==> config.mk <==
export PLATFORM = sky130hd
export DESIGN_NAME = counter_nbit
export DESIGN_NICKNAME = d
export VERILOG_FILES = /design/src/rtl/counter_nbit.sv
export SDC_FILE = /design/constraint.sdc
export NUM_CORES = 1
export LEC_CHECK = 0
export ABC_AREA = 1
export ABC_CLOCK_PERIOD_IN_PS = 1600
export BUFFER_PORTS_ARGS = -buffer_cell sky130_fd_sc_hd__buf_2
export CORE_AREA = 4 4 41 43
export CTS_BUF_LIST = sky130_fd_sc_hd__clkbuf_16
export DETAILED_ROUTE_END_ITERATION = 7
export DIE_AREA = 0 0 45 47
export PLACE_DENSITY = 0.67
export SETUP_SLACK_MARGIN = 0.3
export SYNTH_ARGS = -nofsm -noshare
export SYNTH_HDL_FRONTEND = slang
export SYNTH_SLANG_ARGS = --single-unit
==> constraint.sdc <==
create_clock -name clk -period 1.6 [get_ports clk]
set_clock_uncertainty 0.05 [all_clocks]
set_input_delay 0.08 -clock clk [delete_from_list [all_inputs] [get_ports clk]]
set_output_delay 0.08 -clock clk [all_outputs]
set_load 0.005 [all_outputs]
==> src/rtl/counter_nbit.sv <==
// N-bit modulo up/down counter with clear, clamped load, wrap/saturate
// limit handling, a registered wrap pulse and a sticky overflow flag.
module counter_nbit #(
  parameter int WIDTH    = 4,
  parameter int MODULUS  = 16,
  parameter int SATURATE = 0
) (
  input  logic             clk,
  input  logic             rst,
  input  logic             clr,
  input  logic             load,
  input  logic [WIDTH-1:0] load_val,
  input  logic             en,
  input  logic             up_dn,
  output logic [WIDTH-1:0] count,
  output logic             at_max,
  output logic             at_min,
  output logic             wrap,
  output logic             ovf
);

  if (WIDTH < 1 || MODULUS < 2 || (WIDTH < 31 && MODULUS > (1 << WIDTH))) begin : g_bad_cfg
    $error("counter_nbit: illegal WIDTH/MODULUS combination");
  end

  localparam logic [WIDTH-1:0] MAX_V = WIDTH'(MODULUS - 1);

  logic [WIDTH-1:0] count_q, count_d;
  logic             wrap_q, wrap_d;
  logic             ovf_q, ovf_d;
  logic             limit;

  assign at_max = (count_q == MAX_V);
  assign at_min = (count_q == '0);
  assign limit  = up_dn ? at_max : at_min;

  always_comb begin
    count_d = count_q;
    wrap_d  = 1'b0;
    ovf_d   = ovf_q;
    if (clr) begin
      count_d = '0;
      ovf_d   = 1'b0;
    end else if (load) begin
      count_d = (load_val > MAX_V) ? MAX_V : load_val;
    end else if (en) begin
      if (limit) begin
        wrap_d = 1'b1;
        ovf_d  = 1'b1;
        // Saturate holds at the limit; wrap jumps to the opposite end.
        if (SATURATE == 0) begin
          count_d = up_dn ? '0 : MAX_V;
        end
      end else begin
        count_d = up_dn ? count_q + WIDTH'(1) : count_q - WIDTH'(1);
      end
    end
  end

  always_ff @(posedge clk or negedge rst) begin
    if (!rst) begin
      count_q <= '0;
      wrap_q  <= 1'b0;
      ovf_q   <= 1'b0;
    end else begin
      count_q <= count_d;
      wrap_q  <= wrap_d;
      ovf_q   <= ovf_d;
    end
  end

  assign count = count_q;
  assign wrap  = wrap_q;
  assign ovf   = ovf_q;

endmodule

### Word level (Yosys, flattened, before mapping)

Index checks and enable logic that the tools add are counted.

* $add $sub $neg: 2
* order comparisons: 1
* equality and inequality tests: 2
* muxes and demuxes: 16
* reductions and logical operators: 5

Operator list (count)
* $mux W4: 7
* $mux W1: 9
* $add A4 B1 Y4 const B: 1
* $eq A4 B4 Y1 const B: 1
* $gt A4 B4 Y1 const B: 1
* $logic_not A4 Y1: 1
* $reduce_bool A2 Y1: 2
* $sub A4 B1 Y4 const B: 1
* $reduce_and A3 Y1: 1
* $reduce_bool A3 Y1: 1
* $ne A2 B2 Y1 const B: 1

* register bits after elaboration: 6
* input bits: 10
* output and inout port bits: 8
* logic and storage cells: 29

### Depth between registers and ports, before layout

* depth after elaboration: 6
* mapped depth: 10

### Least setup slack after synthesis

Ideal clock, no wire load.

* kind: reg-to-reg
* from: reg count_q[2], in the netlist count[2]
* to: reg count_q[3], in the netlist count[3]
* setup time: 0.120 ns
* arrival: 1.277 ns
* setup slack: 0.152 ns
* cell stages (with the launch flop): 9
* cells stage by stage: dfrtp_1 ha_1 or2_2 nand2_1 nand2_1 nand2_1 nand2_1 nand2_1 a21oi_1

* longest elaborated chain between the ends: 6

Ends and longest elaborated chain
* from (decl): line 28 `logic [WIDTH-1:0] count_q, count_d;`
* from (signal assigned): line 66 `count_q <= count_d;`
* $sub A4 B1 Y4, or another cell as far along: line 55 `count_d = up_dn ? count_q + WIDTH'(1) : count_q - WIDTH'(1);`
* $mux W4 or $mux W1 (tied branches): line 55, 35
* $mux W4 *: line 47 `if (limit) begin`
* $mux W4 *: line 46 `end else if (en) begin`
* $mux W4 *: line 44 `end else if (load) begin`
* $mux W4 *: line 41 `if (clr) begin`

Every way passes the cells marked *; elsewhere a longest branch is shown, timed or not. The select of a mux whose other input is x is not followed.
A chain may end at the register's enable or synchronous reset.

### Worst setup path after layout

* from: reg count_q[1], in the netlist count[1]
* to: out at_min

* longest elaborated chain between the ends: 1

Ends and longest elaborated chain
* $logic_not A4 Y1: line 34 `assign at_min = (count_q == '0);`
* to (decl): line 17 `output logic at_min,`

Every way passes these cells.

==> impl_metrics.ini <==
[die]
die_area_sq_um = 2120
die_w_microns = 45
die_h_microns = 47
ioPinCount = 18
core_sq_um = 1300
placementRows = 13
initial_core_util_pct = 36.0

[synthesis]
ys_seq_elements = 6
yosysSeqAreaShare_pct = 32.1
yosysWarnings = 0
synth_fa_ha_area_share_pct = 9.63
synth_top_area_share_pct = 32.1
synth_edf_count = 0
synthXorXnorAreaFrac_pct = 1.87
synth_mux_area_share_pct = 0
syn_area_per_cell_sq_um = 6.88
syn-num-nets = 81
synth.area.top_cells = dfrtp_1 (32%), nand2_1 (16%), inv_1 (8.8%), nand3_1 (7.5%), nor2_1 (5.6%)
synth_top_family_by_area = simple AND/OR/NAND/NOR gates
yosysUniqueCellTypes = 18
async_reset_ff_share_pct = 100
synth_compound_area_share_pct = 6.95
yosys.cell_count.top_type = nand2_1
synthFlopType = dfrtp_1
synthSimpleGateAreaFrac_pct = 38.2
synth_top_cell_by_area = dfrtp_1
syn_area_sq_um = 468
syn_inst = 68
synth_commonest_cells = nand2_1 (20), inv_1 (11), nand3_1 (7), nor2_1 (7), dfrtp_1 (6)

[layout]
seqCellArea_sq_um = 153
syn_to_final_growth_pct = 57.8
final_layout_size_suffix_gt1_share_pct = 43.5
multi_input_area_sq_um = 322
final_nets = 107
diodes = 0
nFillCells = 128
finalNonFillerCells = 107

[global_route]
grt_overflow = 0
grt_pass1_wl_mm = 1.99
grt_max_degree = 9
grt_usage_pct = 13.4
antenna_found_initial = 0
grt_pass1_vias = 453

[timing]
fmax_ghz = 0.748
finalSetupTns_ns = 0
drv_slew = 0
setup_viol = 0
max_slew_margin_pct = 83.9
tightestPinTransition_ns = 0.241
rsz0062_at_grt = true
hold_violations = 0
layout_worst_path_cycle_share_pct = 83.6
finalCriticalPeriod_ns = 1.34

[cts]
clkTransAtPathRegs_ns = 0.03
cts_tree = yes
htree_levels = 1
clock_latency_ns = 0.22
clock_path_buffers = 2
cts_sinks = 6
cts_root_buffer = clkbuf_16
numCtsBuffers = 3

[pwr]
vdd.ir_drop.worst_mv = 0.870
powerDensity_nw_per_um2 = 1090
leakage_uw = 0.000391

[placed_design]
hpwl_microns = 875
gp_congestion = 0.851
port_buffers = 17
place_inst = 100

[setup_path]
setup.worst_path.class = reg -> out
worstPathMaxFanout = 4
cp-end-kind = output pin
worstPathRequired_ns = 1.47
critPathLaunchType = flop
cp.arrival_ns = 1.21

[route]
drt-pass1-iter-count = 3
ant_nets = 0
routedWlPerCell_microns = 11.0
post_drt_via_cell_ratio = 4.63
vias = 495
drc_errors = 0
wl_mm = 1.18
drt-initial-drc-count = 3

[run_status]
outcome = completed

[hold_path]
min_path_type = in -> reg

[run]
cap_violations = 0
==> metal layers <==
layer	up-vias	wire length, microns	GRT usage [%]
met1	219	520	15.5
met2	11	582	23.4
met3	2	57	3.83
met4	0	18	5.26
met5	-	0	0
li1	263	-	-
==> kinds of logic (layout without fill, tap and decap cells) <==
group | after synthesis | count (layout)
AOI/OAI and AO/OA | 6 | 6
xor gates and xnor gates | 1 | 1
adders and majority gates | 3 | 3
buffers and inverters | 12 | 36
DFF | 6 | 6
and+or+nand+nor | 40 | 40
==> report_power, final <==
group / leakage, uW / switching (uW) / internal, uW
clock network: 0.0000370 / 74.9 / 320
logic: 0.000279 / 111 / 107
registers: 0.0000756 / 21.1 / 169
total: 0.000391 / 207 / 596
==> layout make-up <==
cell class / count / share of cell area [%]
flip-flops and latches: 6 / 20.7
multi-input cells: 50 / 43.6
well taps: 15 / 2.54
repair buffers: 22 / 17.5
clock buffers: 3 / 10.2
inverters: 11 / 5.59
==> through the flow <==
step	hold slack (ns)	utilization (%)	setup WS, ns	power (uW)	area [sq um]
finish	0.0741	56.7	0.262	803	738
floorplan	-0.266	-	0.187	300	473
detailed placement	-0.134	44.0	0.164	364	573
global route	0.102	56.7	0.164	851	738
CTS	0.0853	54.2	0.282	797	706
global placement	-0.135	44.0	0.143	362	573
==> repair_timing <==
action	4_1_cts	5_1_grt
setup buffers	3	0
pin swaps	3	4
hold buffers	1	0
setup endpoints to repair	3	7
resized for setup	6	6
endpoints found under the hold margin	6	0
==> sequential cells by signal, summed over array words and instances, names as in the netlist <==
| name | flops |
|---|---|
| count | 4 |
| ovf | 1 |
| wrap | 1 |
==> worst max-delay path: stages (launching register included) <==
cell and delay, ns:
dfrtp_2 0.44, buf_4 0.17, nor4_2 0.23, buf_2 0.15
==> worst paths after layout <==
| kind | start | end | slack, ns | cells past startpoint |
|---|---|---|---|---|
| worst max-delay path | count[1]$_DFFE_PN0P_ | at_min | 0.26 | 3 |
| worst max register to register | count[1]$_DFFE_PN0P_ | count[1]$_DFFE_PN0P_ | 0.27 | 5 |
| max in group asynchronous | rst | count[1]$_DFFE_PN0P_ | 1.17 | 2 |
| worst min-delay path | en | wrap$_DFF_PN0_ | 0.07 | 3 |
| min in group asynchronous | rst | count[3]$_DFFE_PN0P_ | 0.16 | 2 |
| worst min register to register | ovf$_DFFE_PN0P_ | ovf$_DFFE_PN0P_ | 0.43 | 2 |
==> layout by cell type, fill, tap and decap left out <==
cell	Yosys	final
nor4_2	0	1
nor2_1	7	7
or2_1	1	1
nor2_2	1	1
xnor2_1	1	1
a21oi_2	0	1
a21oi_4	0	1
or2_4	0	1
o21ai_1	0	1
a31oi_1	2	2
buf_6	1	1
inv_2	0	2
ha_4	0	2
dlygate4sd3_1	0	1
dfrtp_1	6	4
buf_2	0	17
nand3_1	7	7
dfrtp_2	0	2
buf_4	0	3
nand2_2	1	3
nor2_4	1	1
clkbuf_16	0	3
nand2_1	20	18
a21oi_1	3	1
fa_2	0	1
inv_1	11	9
(Power assumes the default switching activity.)
